==> config.mk <==
export PLATFORM = sky130hd
export DESIGN_NAME = inst_fetch_ctrl
export DESIGN_NICKNAME = d
export VERILOG_FILES = /design/src/rtl/inst_fetch_ctrl.sv
export SDC_FILE = /design/constraint.sdc
export NUM_CORES = 1
export LEC_CHECK = 0
export ABC_AREA = 1
export BUFFER_PORTS_ARGS = -buffer_cell sky130_fd_sc_hd__buf_4
export CAP_MARGIN = 20
export CORE_MARGIN = 1.5
export CORE_UTILIZATION = 40
export CTS_BUF_LIST = sky130_fd_sc_hd__clkbuf_4 sky130_fd_sc_hd__clkbuf_8
export DETAILED_ROUTE_END_ITERATION = 8
export GPL_TIMING_DRIVEN = 0
export PLACE_DENSITY_LB_ADDON = 0.12
export SYNTH_ARGS = -nofsm -noshare
export SYNTH_HDL_FRONTEND = slang
export SYNTH_SLANG_ARGS = --single-unit
export TNS_END_PERCENT = 20
==> constraint.sdc <==
create_clock -name clk -period 1.6 [get_ports clk]
set_input_delay 0.24 -clock clk [delete_from_list [all_inputs] [get_ports clk]]
set_output_delay 0.24 -clock clk [all_outputs]
set_load 0.005 [all_outputs]
==> src/rtl/inst_fetch_ctrl.sv <==
// Instruction-fetch responder: reads one 16-bit word from asynchronous SRAM per missed PC
// and stalls the pipeline until it is valid. Define FETCH_BUF_EN to add a one-entry fetch buffer.
module inst_fetch_ctrl #(
  parameter int unsigned WAIT_CYCLES = 1,
  parameter logic [15:0] NOP_INST    = 16'h0800,
  parameter logic [1:0]  ADDR_HI     = 2'b00
) (
  input  logic        clk,
  input  logic        rst,
  input  logic [15:0] pc_i,
  input  logic        ce_i,
  output logic [15:0] inst_o,
  output logic        inst_valid_o,
  output logic        stallreq_o,
  output logic [17:0] ram_addr_o,
  input  logic [15:0] ram_data_i,
  output logic        ram_ce_n_o,
  output logic        ram_oe_n_o,
  output logic        ram_we_n_o
);

  typedef enum logic {IDLE, ACCESS} state_t;

  localparam logic [3:0] WAIT_INIT = 4'(WAIT_CYCLES);

  state_t      state;
  logic [3:0]  cnt;
  logic [15:0] cur_addr;
  logic        hit;
  logic        buf_hit;

`ifdef FETCH_BUF_EN
  logic [15:0] buf_addr;
  logic [15:0] buf_inst;
  logic        buf_valid;

  assign buf_hit = buf_valid && (buf_addr == pc_i);
`else
  assign buf_hit = 1'b0;
`endif

  assign hit        = inst_valid_o && (cur_addr == pc_i);
  assign stallreq_o = ce_i && !hit;
  assign ram_we_n_o = 1'b1;

  // NOTE: all state below is updated with non-blocking assignments so every register
  // sees the pre-edge values of the others, matching the hardware.
  always_ff @(posedge clk) begin
    if (rst) begin
      state        <= IDLE;
      cnt          <= 4'd0;
      cur_addr     <= 16'h0000;
      inst_o       <= NOP_INST;
      inst_valid_o <= 1'b0;
      ram_addr_o   <= 18'h00000;
      ram_ce_n_o   <= 1'b1;
      ram_oe_n_o   <= 1'b1;
`ifdef FETCH_BUF_EN
      buf_addr     <= 16'h0000;
      buf_inst     <= NOP_INST;
      buf_valid    <= 1'b0;
`endif
    end else begin
      case (state)
        IDLE: begin
          if (ce_i && !hit) begin
            if (buf_hit) begin
`ifdef FETCH_BUF_EN
              // Buffer hit: swap the buffered entry with the current one, no SRAM cycle.
              inst_o       <= buf_inst;
              cur_addr     <= pc_i;
              inst_valid_o <= 1'b1;
              buf_addr     <= cur_addr;
              buf_inst     <= inst_o;
              buf_valid    <= inst_valid_o;
`endif
            end else begin
`ifdef FETCH_BUF_EN
              // The outgoing entry is saved as the access starts; an abort or reset
              // clears it, so this is equivalent to saving it on completion.
              buf_addr     <= cur_addr;
              buf_inst     <= inst_o;
              buf_valid    <= inst_valid_o;
`endif
              cur_addr     <= pc_i;
              ram_addr_o   <= {ADDR_HI, pc_i};
              ram_ce_n_o   <= 1'b0;
              ram_oe_n_o   <= 1'b0;
              cnt          <= WAIT_INIT;
              inst_valid_o <= 1'b0;
              inst_o       <= NOP_INST;
              state        <= ACCESS;
            end
          end
        end
        ACCESS: begin
          if (!ce_i) begin
            // PC went back to reset: drop the access and latch nothing.
            ram_ce_n_o   <= 1'b1;
            ram_oe_n_o   <= 1'b1;
            inst_valid_o <= 1'b0;
            state        <= IDLE;
`ifdef FETCH_BUF_EN
            buf_valid    <= 1'b0;
`endif
          end else if (cnt != 4'd0) begin
            cnt <= cnt - 4'd1;
          end else begin
            inst_o       <= ram_data_i;
            inst_valid_o <= 1'b1;
            ram_ce_n_o   <= 1'b1;
            ram_oe_n_o   <= 1'b1;
            state        <= IDLE;
          end
        end
        default: state <= IDLE;
      endcase
    end
  end

endmodule

After elaboration in Yosys (flattened, before gate mapping):

Cells that the tools add are included.

* register bits: 39
* word-level logic and storage cells: 40
* input port bits: 35

* equality and inequality tests: 6
* $add $sub $neg: 1
* reductions and logical operators: 8
* multiplexer cells: 18
* bitwise operators: 1

Operators with widths (count)
* 16-bit two-way mux: 3
* 16-bit case mux with 2 select lines: 1
* 16-bit == test: 1
* 4-bit two-way mux: 3
* 4-bit case mux with 2 select lines: 1
* 1-bit two-way mux: 7
* 2-bit inequality test (second input constant): 3
* 1-bit case mux with 2 select lines: 3
* 3-bit AND reduction: 2
* 2-bit AND reduction: 2
* 4-bit nonzero test: 1
* 4-bit by 1-bit subtractor with 4-bit output (second input constant): 1
* 3-bit inequality test (second input constant): 1
* 1-bit logical AND: 2
* 2-bit by 1-bit inequality test with 1-bit output (second input constant): 1
* 1-bit logical NOT: 1
* 1-bit NOT: 1

Longest topological paths before layout:

* depth after elaboration: 6
* gate-level depth with buffers: 12
* depth with buffers taken out: 12

Worst setup path after synthesis:

Ideal clock, no wire load.

* kind: reg-to-reg
* start: register cnt[0]
* end: register inst_o[10]
* cell stages (with the launch flop): 10
* arrival time: 1.269 ns
* buffers on the path: 1
* setup slack: 0.192 ns
* path through: dfxtp_1 -> inv_1 -> ha_1 -> a21oi_1 -> nor2_2 -> nand2_1 -> inv_2 -> buf_2 -> nand2_1 -> a21oi_2

* cells in the longest elaborated chain, start to end: 3

Ends and longest elaborated chain
* start: declaration: RTL line 27 `logic [3:0] cnt;`
* start signal: assignment: RTL line 107 `cnt <= cnt - 4'd1;`
* 4-bit nonzero test: RTL line 106 `end else if (cnt != 4'd0) begin`
* 2-bit inequality test (no line)
* 3-bit AND reduction (no line)
* end signal: assignment: RTL line 109 `inst_o <= ram_data_i;`
* end: declaration: RTL line 12 `output logic [15:0] inst_o,`

Every way passes these cells.
A chain may end at the register's enable or synchronous reset.

Final worst setup path:

* start: register cur_addr[10]
* end: output stallreq_o

* cells in the longest elaborated chain, start to end: 4

Ends and longest elaborated chain
* start: declaration: RTL line 28 `logic [15:0] cur_addr;`
* start signal: assignment: RTL line 85 `cur_addr <= pc_i;`
* 16-bit == test: RTL line 42 `assign hit = inst_valid_o && (cur_addr == pc_i);`
* 1-bit logical AND: RTL line 42
* 1-bit logical NOT: RTL line 43 `assign stallreq_o = ce_i && !hit;`
* 1-bit logical AND: RTL line 43
* end: declaration: RTL line 14 `output logic stallreq_o,`

Every way passes these cells.

==> results.md <==
- Syn Area/Cell: 6.94 um^2
- DRC: 0
- Hold_buf cts: 0
- Most frequent cells in the layout: nand2_1, buf_4, inv_1
- Via count: 2217
- Clk slew on worst S/H paths: 0.08 ns
- # Max-Cap Violations: 0
- Slew HR: 0.506
- Busiest grt layer: met2
- Netlist cell types: 32
- Switch Pwr: around 0.00070 W
- Fmax: 588 MHz
- Pin count of the biggest net entering global routing: 16
- Setup Viol. Count Final: 36
- Post-DP Area: 2730 um^2
- Site Rows: 26
- Combinational cell fraction of total power: 0.247
- GRT Total Usage: 0.196
- Clock buffer depth: 2
- Worst setup EP type: primary output
- CTS tree: yes
- Sequential fraction of design power: 0.460
- Grt total ovfl: 0
- Leading area contributor after synthesis: dfxtp_1
- LEAKAGE: 1.45 nW
- CP Class: register to primary output
- Gate Count Post-Synth: 306
- Final TNS setup: -0.992 ns
- H-tree levels: 2
- Worst path required time: 1.36 ns
- CTS Buf Count: 5
- Cell area after layout: 3170 um^2
- Detailed Routing Iterations Pass 1: 4
- Part of the cycle the worst path needs: 1.06
- Initial antenna violation count: 0
- Clk_skew: 0.00922 ns
- Clock Tree Root: clkbuf_8
- Met1 Usage GRT: 0.238
- Unrepaired setup endpoints after global routing: true
- Drt wl/cell: about 12 um
- Leading cell type in the layout, fill and taps excluded: nand2_1
- Hold Path Class: input pin to register
- Maximum vdd ir drop: 510 uV
- Flop2flop setup slack: -0.06 ns
- Port Buf Inserts: 69
- Ant. Diodes: 0
- Via density: 4.71
- Syn Std Cell Area: 2120 um^2
- Die X: roughly 76 um
- Final wirelength: slightly below 6000 um
- CP Max Fanout: 4
- Hpwl dp: approximately 4000 um
- Power per cell area: 731 nW/um^2
- Number of I/O pins: 74
- Grt met2 use: 0.342
- Final Max Slew Viols: 0
- Vias in the first global route: 1915
- Status: complete, but fails checks
- CP Launch Type: register
- Synth warnings: 0
- Register area share after synthesis: 0.368
- Internal power: 0.00162 W
- Setup WS post-layout: -0.100 ns
- Die Span Y: 75.9 um
- Hold Fails Final Rpt: 0
- Seq cells post-synth: 39
- Clk pwr share: 0.292
- Core region area: 5110 um^2
- Global-route met3 utilization: 0.0516
- Final net count: between 400 and 500
- Layout cells sized above 1: 0.449
- First-pass GRT wire length: 8400 um
- Routability cong.: 0.850
- Synth area leaders: dfxtp_1, nand2_1, a21oi_1
- Tightest Pin Transition: 0.740 ns
- Die ar.: between 5000 and 6000 um^2
- Area share of the largest cell type after synthesis: 0.368
- Arrival time worst endpoint: 1.46 ns
- Area Overhead vs Synth: 49.3%
- Clock latency on the worst-skew pair: around 0.3 ns
- Antenna viol nets, final: 0
- Tmin final: 1.70 ns
- Failing checks: setup timing
- Initial drt markers: 69
- Sw Share: 0.302
- Initial Utilization: 0.416
- Clk sinks: 39
==> layout make-up <==
class                           count  area (um^2)
Sequential cell                    39          800
Clock inverter                      3         20.0
Fill cell                         496         1940
Buffer                             13          100
Inverter                           34          130
Multi-Input combinational cell    219         1230
Clock buffer                        5         68.8
Timing Repair Buffer               88          731
Tap cell                           70         87.6
==> path summary, 6_finish.rpt <==
kind | start | endpoint | depth (start not counted)
worst max-delay path | cur_addr[10] | stallreq_o | 8
worst min-delay path | ram_data_i[11] | inst_o[11] | 3
worst max register to register | cur_addr[10] | cur_addr[5] | 12
worst min register to register | inst_o[8] | inst_o[8] | 2
==> critical path: stages, from the launching register on <==
cell and delay [ns]:
dfxtp_2 0.35, inv_1 0.05, nand2_1 0.11, nand2_1 0.08, nor2_1 0.08, nand2_1 0.10
nor2_4 0.19, a21oi_4 0.10, buf_6 0.12
==> synth_stat cells <==
cell type	n
clkbuf_1	5
a21oi_4	1
nand3_2	4
nand2_4	1
nor2_4	2
o21ai_1	2
conb_1	2
a21oi_2	11
nand2_2	10
buf_4	5
o21ai_0	2
nand4_1	2
ha_1	2
nand3b_4	1
inv_2	2
xor2_1	1
or2_2	1
nor2_1	26
inv_1	32
nor3_1	2
buf_2	2
xnor2_2	1
xnor2_1	2
a21oi_1	27
nand3_1	20
buf_6	2
nor2_2	2
nor3b_1	1
nand3b_1	1
nand2_1	94
dfxtp_1	39
buf_12	1
==> power by group through the flow <==
| stage | Sequential, W | Clock, W | Combinational, W |
|---|---|---|---|
| after floorplan | 0.00108 | 0 | 0.000273 |
| after global placement | 0.00108 | 0 | 0.000469 |
| after detailed placement | 0.00108 | 0 | 0.000472 |
| after CTS | 0.00106 | 0.000699 | 0.000513 |
| after global routing | 0.00107 | 0.000743 | 0.000629 |
| final | 0.00107 | 0.000678 | 0.000573 |
==> kinds of logic (layout without fill, tap and decap cells) <==
kind of cell	count (synthesis)	after routing	synth area share
and+or+nand+nor	167	167	0.359
other	2	3	0.00354
buffers and inverters	49	143	0.111
DFF	39	39	0.368
xor gates and xnor gates	4	4	0.0200
AOI/OAI and AO/OA	43	43	0.126
adders and majority gates	2	2	0.0118
==> sequential cells by signal, summed over array words and instances (netlist names) <==
| register | cells |
|---|---|
| inst_valid_o | 1 |
| ram_oe_n_o | 1 |
| cur_addr | 16 |
| cnt | 4 |
| inst_o | 16 |
| state | 1 |
==> routing by layer <==
layer	vias to the layer above	routed length (um)
li1	1134	-
met1	994	2370
met2	80	2970
met3	9	445
met4	0	71
met5	-	0
==> metrics by stage <==
stage	utilization	setup slack (ns)	cells	hold WS [ns]	power [W]
detailed placement	0.535	-0.0800	446	0.455	0.00156
finish	0.621	-0.100	471	0.175	0.00232
floorplan	-	0.192	307	0.387	0.00135
CTS	0.578	-0.0563	465	0.192	0.00227
global placement	0.535	-0.0860	446	0.448	0.00155
global route	0.621	-0.190	471	0.186	0.00245
==> timing repair <==
item,4_1_cts,5_1_grt
endpoints found under the setup margin,25,39
gates resized for setup,16,40
buffers inserted,12,4
gates cloned,1,2
pin swaps,9,33
Note: power is estimated with default switching activity, not from simulation.
